<file path="config.mk">
export PLATFORM = sky130hd
export DESIGN_NAME = key_debounce
export DESIGN_NICKNAME = d
export VERILOG_FILES = /design/src/rtl/key_debounce_pkg.sv /design/src/rtl/key_debounce_chan.sv /design/src/rtl/key_debounce.sv
export SDC_FILE = /design/constraint.sdc
export NUM_CORES = 1
export LEC_CHECK = 0
export CORE_MARGIN = 5
export CORE_UTILIZATION = 50
export CTS_BUF_LIST = sky130_fd_sc_hd__clkbuf_4 sky130_fd_sc_hd__clkbuf_8 sky130_fd_sc_hd__clkbuf_16
export CTS_CLUSTER_DIAMETER = 30
export CTS_CLUSTER_SIZE = 8
export DETAILED_ROUTE_END_ITERATION = 10
export PLACE_DENSITY_LB_ADDON = 0.12
export SYNTH_ARGS = -nofsm -noshare
export SYNTH_HDL_FRONTEND = slang
export SYNTH_SLANG_ARGS = --single-unit
</file>
<file path="constraint.sdc">
create_clock -name clk -period 2.9 [get_ports clk]
set_input_delay 0.29 -clock clk [delete_from_list [all_inputs] [get_ports clk]]
set_output_delay 0.29 -clock clk [all_outputs]
set_load 0.02 [all_outputs]
</file>
<file path="src/rtl/key_debounce_pkg.sv">
// Shared types and constants for the four-channel KEY debouncer.
package key_debounce_pkg;

  typedef enum logic [1:0] {
    KD_RELEASED     = 2'd0,
    KD_PRESS_WAIT   = 2'd1,
    KD_PRESSED      = 2'd2,
    KD_RELEASE_WAIT = 2'd3
  } kd_state_e;

  localparam int unsigned NUM_KEYS      = 4;
  localparam int unsigned KEY_TURN_DONE = 0;
  localparam int unsigned KEY_NEW_GAME  = 1;
  localparam int unsigned KEY_RESIGN    = 2;
  localparam int unsigned KEY_DRAW      = 3;

  // One-hot of the lowest set bit; lower key index has priority.
  function automatic logic [NUM_KEYS-1:0] lowest_one(input logic [NUM_KEYS-1:0] v);
    return v & (~v + 1'b1);
  endfunction

endpackage

</file>
<file path="src/rtl/key_debounce_chan.sv">
// One KEY channel: 2-flop synchroniser, stability counter and debounce FSM.
// With KEY_LOCKOUT_EN an idle flag is exported for the lockout arbiter.
module key_debounce_chan
  import key_debounce_pkg::*;
#(
  parameter int unsigned DEBOUNCE_CYCLES = 500000,
  parameter int unsigned CNT_W           = 20
) (
  input  logic clk,
  input  logic reset,
  input  logic key,
`ifdef KEY_LOCKOUT_EN
  output logic idle,
`endif
  output logic pulse,
  output logic level
);

  localparam logic [CNT_W-1:0] LIMIT = CNT_W'(DEBOUNCE_CYCLES);

  logic [1:0]       sync;
  logic             key_s;
  kd_state_e        state;
  logic [CNT_W-1:0] cnt;

  // sync holds pressed-sense (inverted KEY), so the reset value 0 means released.
  assign key_s = sync[1];

`ifdef KEY_LOCKOUT_EN
  assign idle = (state == KD_RELEASED);
`endif

  always_ff @(posedge clk) begin
    if (reset) begin
      sync  <= '0;
      state <= KD_RELEASED;
      cnt   <= '0;
      pulse <= 1'b0;
      level <= 1'b0;
    end else begin
      sync  <= {sync[0], ~key};
      pulse <= 1'b0;
      case (state)
        KD_RELEASED: begin
          if (key_s) begin
            state <= KD_PRESS_WAIT;
            cnt   <= CNT_W'(1);
          end
        end
        KD_PRESS_WAIT: begin
          if (!key_s) begin
            state <= KD_RELEASED;
            cnt   <= '0;
          end else if (cnt == LIMIT) begin
            state <= KD_PRESSED;
            cnt   <= '0;
            pulse <= 1'b1;
            level <= 1'b1;
          end else begin
            cnt <= cnt + CNT_W'(1);
          end
        end
        KD_PRESSED: begin
          if (!key_s) begin
            state <= KD_RELEASE_WAIT;
            cnt   <= CNT_W'(1);
          end
        end
        KD_RELEASE_WAIT: begin
          if (key_s) begin
            state <= KD_PRESSED;
            cnt   <= '0;
          end else if (cnt == LIMIT) begin
            state <= KD_RELEASED;
            cnt   <= '0;
            level <= 1'b0;
          end else begin
            cnt <= cnt + CNT_W'(1);
          end
        end
        default: begin
          state <= KD_RELEASED;
          cnt   <= '0;
        end
      endcase
    end
  end

endmodule

</file>
<file path="src/rtl/key_debounce.sv">
// Four-channel push-button conditioner (turn done, new game, resign, draw).
// Define KEY_LOCKOUT_EN to allow only one accepted press until all keys release.
module key_debounce
  import key_debounce_pkg::*;
#(
  parameter int unsigned DEBOUNCE_CYCLES = 500000,
  parameter int unsigned CNT_W           = 20
) (
  input  logic       clk,
  input  logic       reset,
  input  logic [3:0] KEY,
  output logic [3:0] key_pulse,
  output logic [3:0] key_level
);

  logic [NUM_KEYS-1:0] raw_pulse;
`ifdef KEY_LOCKOUT_EN
  logic [NUM_KEYS-1:0] idle;
  logic                lock;
`endif

  for (genvar i = 0; i < NUM_KEYS; i++) begin : g_chan
    key_debounce_chan #(
      .DEBOUNCE_CYCLES(DEBOUNCE_CYCLES),
      .CNT_W          (CNT_W)
    ) u_chan (
      .clk  (clk),
      .reset(reset),
      .key  (KEY[i]),
`ifdef KEY_LOCKOUT_EN
      .idle (idle[i]),
`endif
      .pulse(raw_pulse[i]),
      .level(key_level[i])
    );
  end

`ifdef KEY_LOCKOUT_EN
  // Gating uses only registered terms, so the pulse keeps the channel latency
  // and there is still no path from KEY to the outputs.
  always_comb begin
    key_pulse = '0;
    if (!lock) key_pulse = lowest_one(raw_pulse);
  end

  always_ff @(posedge clk) begin
    if (reset)           lock <= 1'b0;
    else if (|key_pulse) lock <= 1'b1;
    else if (&idle)      lock <= 1'b0;
  end
`else
  assign key_pulse = raw_pulse;
`endif

endmodule

</file>
# Yosys cells after proc, flatten, opt, wreduce, memory -nomap -nowiden
# Cells that the tools add are included.
# Widths: inputs -> output; s select.
[word_totals] regBits=104 inputBits=6 out_inout_bits=8 word_cells=184
[op_classes] add_sub_neg=4 n_eq_ne=48 muxes=76 bitwise=12 n_reduce_logical=24
[op_table] operator="$mux 20" n=20
[op_table] operator="$pmux 20 s4" n=4
[op_table] operator="$add 20x1->20 const B" n=4
[op_table] operator="$eq 20x19->1 const B" n=4
[op_table] operator="$mux 2" n=24
[op_table] operator="$ne 2x1->1 const B" n=16
[op_table] operator="$pmux 2 s4" n=4
[op_table] operator="$mux 1" n=20
[op_table] operator="$reduce_and 5->1" n=4
[op_table] operator="$eq 2x2->1 const B" n=8
[op_table] operator="$ne 2x2->1 const B" n=8
[op_table] operator="$reduce_and 4->1" n=4
[op_table] operator="$ne 3x1->1 const B" n=4
[op_table] operator="$ne 3x3->1 const B" n=4
[op_table] operator="$not 1->1" n=12
[op_table] operator="$reduce_or 3->1" n=4
[op_table] operator="$eq 2x1->1 const B" n=4
[op_table] operator="$logic_not 2->1" n=4
[op_table] operator="$pmux 1 s2" n=4
[op_table] operator="$reduce_and 2->1" n=4
[op_table] operator="$reduce_bool 2->1" n=4

# Depth between registers and ports, before layout
# Gate-level depths: netlist (run 1).
[depth] word_depth=4 ltp_mapped=9 mapped_depth_nobuf=7

# Cells and area by module
# From an unflattened synthesis (run 1), not the netlist that was laid out.
[hier_totals] cells_unflattened=632 hier_area_um2=5368.9
[by_module_without_submodules] module="key_debounce_chan (g_chan[0].u_chan ...)" n_inst=3 cells_per_inst=158 area_per_inst_um2=1341.3 seq_area_each_um2=520.5
[by_module_without_submodules] module="key_debounce_chan (g_chan[3].u_chan)" n_inst=1 cells_per_inst=158 area_per_inst_um2=1345.0 seq_area_each_um2=520.5

# Worst setup path after synthesis (run 1)
# Ideal clock, no wire load.
[synth_path] kind="register to register" from="register g_chan[3].u_chan.cnt[0]" to="register g_chan[3].u_chan.cnt[19]" setup_time_ns=0.120 t_arrival_ns=2.020 required_ns=2.780 path_slack_ns=0.761 stages_incl_launch_ff=10 path_buffers=2 synth_period_minus_slack_ns=2.139 cell_sequence="dfxtp_1 > inv_1 > ha_1 > or3b_2 > nor4_4 > a21oi_1 > buf_2 > buf_6 > a32oi_1 > nand2_1"
[synth_between] elab_chain_cells=4 word_cells_on_any_way=6 cone_classes="add/sub: 1; eq/ne: 1; mux: 4"
[synth_rtl] item="start, declared" line_no="key_debounce_chan.sv:24" text="logic [CNT_W-1:0] cnt;"
[synth_rtl] item="start signal, assigned" line_no="key_debounce_chan.sv:60" text="cnt <= cnt + CNT_W'(1);"
[synth_rtl] item="start signal, assigned" line_no="key_debounce_chan.sv:78" text="cnt <= cnt + CNT_W'(1);"
[synth_rtl] item="$add 20x1->20 / $eq 20x19->1 (equally long branches)"
[synth_rtl] item="$mux 20 *" line_no="key_debounce_chan.sv:54, key_debounce_chan.sv:73"
[synth_rtl] item="$mux 20, on equally long branches" line_no="key_debounce_chan.sv:70, key_debounce_chan.sv:51"
[synth_rtl] item="$pmux 20 s4 *" line_no="key_debounce_chan.sv:43" text="case (state)"
# Mark *: on every way between the ends. The rest lies on a longest branch, timed or not.
# A chain may end at the register's enable or synchronous reset.

# Worst setup path after layout (run 1)
[layout_path] from="register g_chan[1].u_chan.cnt[0]" to="register g_chan[1].u_chan.cnt[18]"
[layout_between] elab_chain_cells=4 word_cells_on_any_way=6 cone_classes="add/sub: 1; eq/ne: 1; mux: 4"
[layout_rtl] item="start, declared" line_no="key_debounce_chan.sv:24"
[layout_rtl] item="start signal, assigned" line_no="key_debounce_chan.sv:60"
[layout_rtl] item="start signal, assigned" line_no="key_debounce_chan.sv:78"
[layout_rtl] item="$add 20x1->20 / $eq 20x19->1 (equally long branches)"
[layout_rtl] item="$mux 20 *" line_no="key_debounce_chan.sv:54, key_debounce_chan.sv:73"
[layout_rtl] item="$mux 20, on equally long branches" line_no="key_debounce_chan.sv:70, key_debounce_chan.sv:51"
[layout_rtl] item="$pmux 20 s4 *" line_no="key_debounce_chan.sv:43"
# Marked as above.

==> results.cfg, run 1 <==
[power]
static-leakage-power_nw = 1.95
peakVddDrop_mv = 0.253
p_per_area_nw_per_um2 = 449

[cts]
path_clk_slew_ps = 90
cts-resized-gates = 0
postCtsSetupBuffers = 0
cts_buffers = 9
ctsHoldBuffers = 0
htree_levels = 3
cts-root-buf = clkbuf_8
cts_buffer_depth = 2
insertion_delay_ps = 370
cts.sinks = 104
cts_tree = done

[sta]
final.setup.worst_slack_ps = 413
relSlewSlack_pct = 17.8
fin_crit_ps = 2490
drv_slew = 0
setup_viol = 0
hold_viol_final = 0
max_freq_mhz = 402
worstMarginPinSlew_ps = 1230
clock_skew_ps = 7.82
grt_setup_unrepaired = no
tns_ps = 0
fin_crit_sh_pct = 85.8

[cells_and_area]
diodes = 0
multiInputGateArea_um2 = 2930
nFillCells = 985
area_delta_synth_final_pct = 7.51
final_layout_size_suffix_gt1_share_pct = 6.51
seqCellArea_um2 = 2080
fin_nets = 655

[synthesis]
syn_area_um2 = 5300
syn_avg_cell_area_um2 = 8.20
synth-simple-area-share_pct = 30.3
synth.yosys.seq_area_share_pct = 39.3
synth_top_family_by_area = simple AND/OR/NAND/NOR gates
ys_async_sr_fraction_pct = 0
synth_fa_ha_area_share_pct = 1.89
syn_nets = 660
synth_cell_type_count = 56
synthCells = 646
synth_edf_count = 0
synth_compound_area_share_pct = 18.5
synth_ff_type = dfxtp_1
ys_seq_elements = 104
yosysWarnings = 0
synthMuxAreaShare_pct = 1.70
synth_xor_area_share_pct = 2.65

[worst_setup_path]
critical_path_class = register to register
crit_slowest_cell = a211oi_4
cp_slowest_stage_delay_ps = 610
end_kind = register
crit_chain = inv_1, ha_1, or4bb_1, nor4_4, a211oi_4, buf_4, or3b_2, nand3_1
required_ps = 3220
cp_max_fo = 19
cp-start-kind = register
arrival_ps = 2800

[placement]
port-buffer-count = 13
hpwl_um = 7650
pre_cts_ws_ps = 199
gp_congestion = 0.841

[detailed_routing]
ant_nets = 0
wl_um = 11000
drtIter0Drc = 306
drc = 0
drt_pass1_iterations = 7
via_per_inst = 5.91
vias = 4619
post_drt_wl_per_cell_um = 14.1

[die]
die_y_um = 113
num_rows = 37
die_w_um = 113
dieArea_um2 = 12800
core_um2 = 10300
initial_core_util_pct = 51.3
io_pins = 14

[flow_run]
drv_cap = 0

[grt]
grt_antenna_before_repair = 0
grt_pass1_vias = 4222
grt_pass1_wl_um = 19100
overflow = 0
grt_max_degree = 33
grt_usage_pct = 17.6

[status]
outcome = completed

[min_path]
hp-class = input port to register
==> sequential cells by signal, summed over array words and instances (netlist names), named ones only <==
signal and flops:
g_chan.u_chan.cnt 80, g_chan.u_chan.sync 8, g_chan.u_chan.level 4, g_chan.u_chan.pulse 4
g_chan.u_chan.state 4
==> critical path: cells and delay by family, from the launching register on <==
kind                     cells  cell delay (ps)
AND/OR/NAND/NOR              4              820
AO/OA/AOI/OAI                1              610
flip-flops                   1              420
buffers and inverters        2              390
adder cells (fa/ha/maj)      1              190
==> final timing paths <==
check | start | cells past startpoint | endpoint | slack, ps
min reg2reg | g_chan[2].u_chan.sync[0]$_SDFF_PP0_ | 1 | g_chan[2].u_chan.sync[1]$_SDFF_PP0_ | 440
max reg2reg | g_chan[1].u_chan.cnt[0]$_SDFFE_PP0P_ | 8 | g_chan[1].u_chan.cnt[18]$_SDFFE_PP0P_ | 410
max | g_chan[1].u_chan.cnt[0]$_SDFFE_PP0P_ | 8 | g_chan[1].u_chan.cnt[18]$_SDFFE_PP0P_ | 410
min | KEY[1] | 2 | g_chan[1].u_chan.sync[0]$_SDFF_PP0_ | 430
==> cell type report <==
type | count | area share [%]
tap | 136 | 2.99
sequential | 104 | 36.6
clock buffer | 10 | 2.31
clock inverter | 5 | 1.45
multi-input combinational | 480 | 51.5
timing repair buffer | 24 | 3.74
inverter | 22 | 1.45
==> metrics by stage <==
stage | total power [W] | cell area (um^2) | utilization (%) | hold WS [ps] | instances
finish | 0.00256 | 5690 | 55.2 | 425 | 781
global route | 0.00268 | 5690 | 55.2 | 427 | 781
CTS | 0.00260 | 5690 | 55.1 | 410 | 781
detailed placement | 0.00161 | 5470 | 53.0 | 426 | 766
global placement | 0.00161 | 5470 | 53.0 | 422 | 766
floorplan | 0.00157 | 5300 | - | 357 | 646
==> routing by layer <==
| layer | track usage [%] | share of wire, % | wire (um) |
|---|---|---|---|
| met3 | 3.74 | 3.2 | 354 |
| met1 | 22.8 | 49 | 5440 |
| met4 | 4.89 | 1.1 | 124 |
| met5 | 0 | 0 | 0 |
| met2 | 29.8 | 46 | 5120 |
==> power by group <==
part	internal, W	switching [W]
Sequential	0.00144	0.0000152
Combinational	0.0000494	0.0000738
Clock	0.000491	0.000485
==> kinds of logic (layout without fill, tap and decap cells) <==
group	after synthesis	in the layout
mux	9	9
xor+xnor	16	16
flops	104	104
compound gates	158	158
buf+inv	62	61
fa+ha+maj	8	8
simple gates	289	289
==> synth_stat cells (3+ instances only) <==
library cell  instances  share of area [%]
dfxtp_1             104                 39
nand2_1              66                4.7
a21oi_1              51                4.8
nand3_1              51                4.8
nor2_1               42                3.0
a31oi_1              39                4.6
o21ai_0              25                2.4
inv_1                22                1.6
clkbuf_1             20                1.4
nand4_1              20                2.4
nor3_1               17                1.6
nand2b_1             15                1.8
and3_1               10                1.2
nor2b_1              10                1.2
a21o_1                9                1.3
buf_4                 9                1.3
mux2i_1               9                1.7
xor2_1                9                1.5
a22o_1                8                1.3
ha_1                  8                1.9
nor4_1                8               0.94
xnor2_1               7                1.2
and4_1                6               0.99
nor3b_1               6               0.85
nor4b_1               6               0.99
o211ai_1              6               0.85
a32oi_1               5               0.83
or4_1                 5               0.71
a41oi_1               4               0.66
buf_2                 4               0.38
buf_6                 4               0.85
a22oi_1               3               0.43
or3_1                 3               0.35
or3b_2                3               0.50
or4b_1                3               0.57
==> cell usage in the layout (no fill, tap or decap), drive strengths merged, types with 11 or more instances in the layout <==
cell,count
nand4,20
o21ai,26
dfxtp,104
inv,22
buf,11
a21oi,51
nor2,42
nor4,12
a31oi,39
nand2b,15
nand3,51
nand2,66
clkdlybuf4s50,13
nor3,17
Power figures use the tool's default switching activity.
==> run 2: changes to the inputs <==
--- a/config.mk
+++ b/config.mk
@@ -8,7 +8,7 @@
 export CORE_MARGIN = 5
 export CORE_UTILIZATION = 50
 export CTS_BUF_LIST = sky130_fd_sc_hd__clkbuf_4 sky130_fd_sc_hd__clkbuf_8 sky130_fd_sc_hd__clkbuf_16
-export CTS_CLUSTER_DIAMETER = 30
+export CTS_CLUSTER_DIAMETER = 80
 export CTS_CLUSTER_SIZE = 8
 export DETAILED_ROUTE_END_ITERATION = 10
 export PLACE_DENSITY_LB_ADDON = 0.12
==> constraint.sdc (replaced) <==
create_clock -name clk -period 2.8 [get_ports clk]
set_input_delay 0.28 -clock clk [delete_from_list [all_inputs] [get_ports clk]]
set_output_delay 0.28 -clock clk [all_outputs]
set_load 0.02 [all_outputs]
==> run 2 against run 1 <==
  * Wire length down 0.27%
  * Worst setup slack worse by 37 ps
  * Combinational power about the same
  * Maximum frequency up 2.6%
  * Cell count up 0.26%
  * Via count up 0.11%
  * Clock-buffer cell count up 2
  * Sequential cell count unchanged
  * Non-clock buffer count up 2
==> results.cfg, run 2 (same netlist as run 1, synthesis figures left out) <==
[cells_and_area]
final_layout_size_suffix_gt1_share_pct = 6.96
diodes = 0
final_cell_mix = dfxtp_1 (104), nand2_1 (66), nand3_1 (51)
stdcell_area_um2 = 5710
nFillCells = 986
top_register = g_chan.u_chan.cnt
fin_nets = 657
area_delta_synth_final_pct = 7.89
final_common_cell = dfxtp_1
largest_register_ffs = 80
top_regs = g_chan.u_chan.cnt x80, g_chan.u_chan.sync x8

[detailed_routing]
vias = 4624
wl_um = 11000
drc = 0
drt_pass1_iterations = 5
post_drt_wl_per_cell_um = 14.0
ant_nets = 0
via_per_inst = 5.91
drtIter0Drc = 269

[worst_setup_path]
timing.rr.start = g_chan[3].u_chan.cnt[0]$_SDFFE_PP0P_
arrival_ps = 2720
cp-start-kind = register
cp_max_fo = 30
worstSetupStartpoint = g_chan[3].u_chan.cnt[0]$_SDFFE_PP0P_
required_ps = 3100
end_kind = register
critical_path_class = register to register

[placement]
gp_congestion = 0.823
port-buffer-count = 13
hpwl_um = 7760
dpl_cell_area_um2 = 5490

[min_path]
hp-start = KEY[1]
hp-class = input port to register

[cts]
insertion_delay_ps = 360
cts.sinks = 104
cts_buffers = 9
path_clk_slew_ps = 100
htree_levels = 3
cts_buffer_depth = 2
cts_tree = done
cts-resized-gates = 0
postCtsSetupBuffers = 0
ctsHoldBuffers = 0
cts-root-buf = clkbuf_8

[sta]
worstMarginPinSlew_ps = 1200
clock_skew_ps = 9.05
grt_setup_unrepaired = no
drv_slew = 0
fin_crit_ps = 2420
timing.hold.ws_ps = 424
tns_ps = 0
relSlewSlack_pct = 19.1
hold_viol_final = 0
setup_viol = 0
max_freq_mhz = 413
fin_crit_sh_pct = 86.6

[grt]
grt_pass1_wl_um = 19000
grt_usage_pct = 17.7
grt_antenna_before_repair = 0
overflow = 0
grt_max_degree = 31
grt_pass1_vias = 4108

[die]
die_y_um = 113
initial_core_util_pct = 51.3
num_rows = 37
core_um2 = 10300
io_pins = 14
die_w_um = 113
dieArea_um2 = 12800

[status]
outcome = completed

[power]
p_per_area_nw_per_um2 = 465
static-leakage-power_nw = 1.97
peakVddDrop_mv = 0.355

[flow_run]
drv_cap = 0
## run 2: changes by cell type in the layout (fill, tap and decap cells not counted)
| cell | delta |
|---|---|
| buf_4 | +2 |
| nor3_2 | +1 |
| clkbuf_4 | +2 |
| nor3_1 | -1 |
| clkinvlp_4 | -2 |
## run 2: final cells by class
type	count	area (um^2)	area share, %
sequential	104	2080	36.4
multi-input combinational	480	2940	51.4
inverter	22	82.6	1.45
tap	136	170	2.98
timing repair buffer	26	228	3.99
clock buffer	12	146	2.56
clock inverter	3	67.6	1.18
## run 2: report_power, final
group	leakage, nW	switching [W]	total [W]	internal, W
Clock	0.107	0.000494	0.00102	0.000530
Combinational	1.02	0.0000756	0.000125	0.0000489
Sequential	0.841	0.0000155	0.00151	0.00149
Total	1.97	0.000585	0.00266	0.00207
## run 2: critical path, cell delays in order (launching register included)
cell and delay, ps:
dfxtp_1 430, inv_1 90, ha_1 200, or3b_2 220, nor4_4 60, a21oi_2 900
a41oi_1 240, a31oi_1 200
## run 2: per-stage QoR
stage          cells  power (W)  utilization, %  worst slack, ps
2_1_floorplan    646    0.00163               -              661
3_3_place_gp     768    0.00167            53.2              236
3_5_place_dp     768    0.00167            53.2              174
4_1_cts          783    0.00270            55.2              163
5_1_grt          783    0.00277            55.4              134
6_report         783    0.00266            55.4              376
## run 2: path summary, 6_finish.rpt
kind                                                               to  slack [ps]  cells past startpoint
worst max-delay path            g_chan[3].u_chan.cnt[12]$_SDFFE_PP0P_         380                      7
worst min-delay path              g_chan[1].u_chan.sync[0]$_SDFF_PP0_         420                      2
worst max register to register  g_chan[3].u_chan.cnt[12]$_SDFFE_PP0P_         380                      7
worst min register to register    g_chan[0].u_chan.sync[1]$_SDFF_PP0_         440                      1
## run 2: per-layer routing
metal / share of wire, % / GRT usage, % / vias up
li1: - / - / 2369
met4: 1.2 / 6.25 / 0
met5: 0 / 0 / -
met1: 50 / 24.7 / 2159
met3: 3.8 / 3.16 / 13
met2: 45 / 27.4 / 83
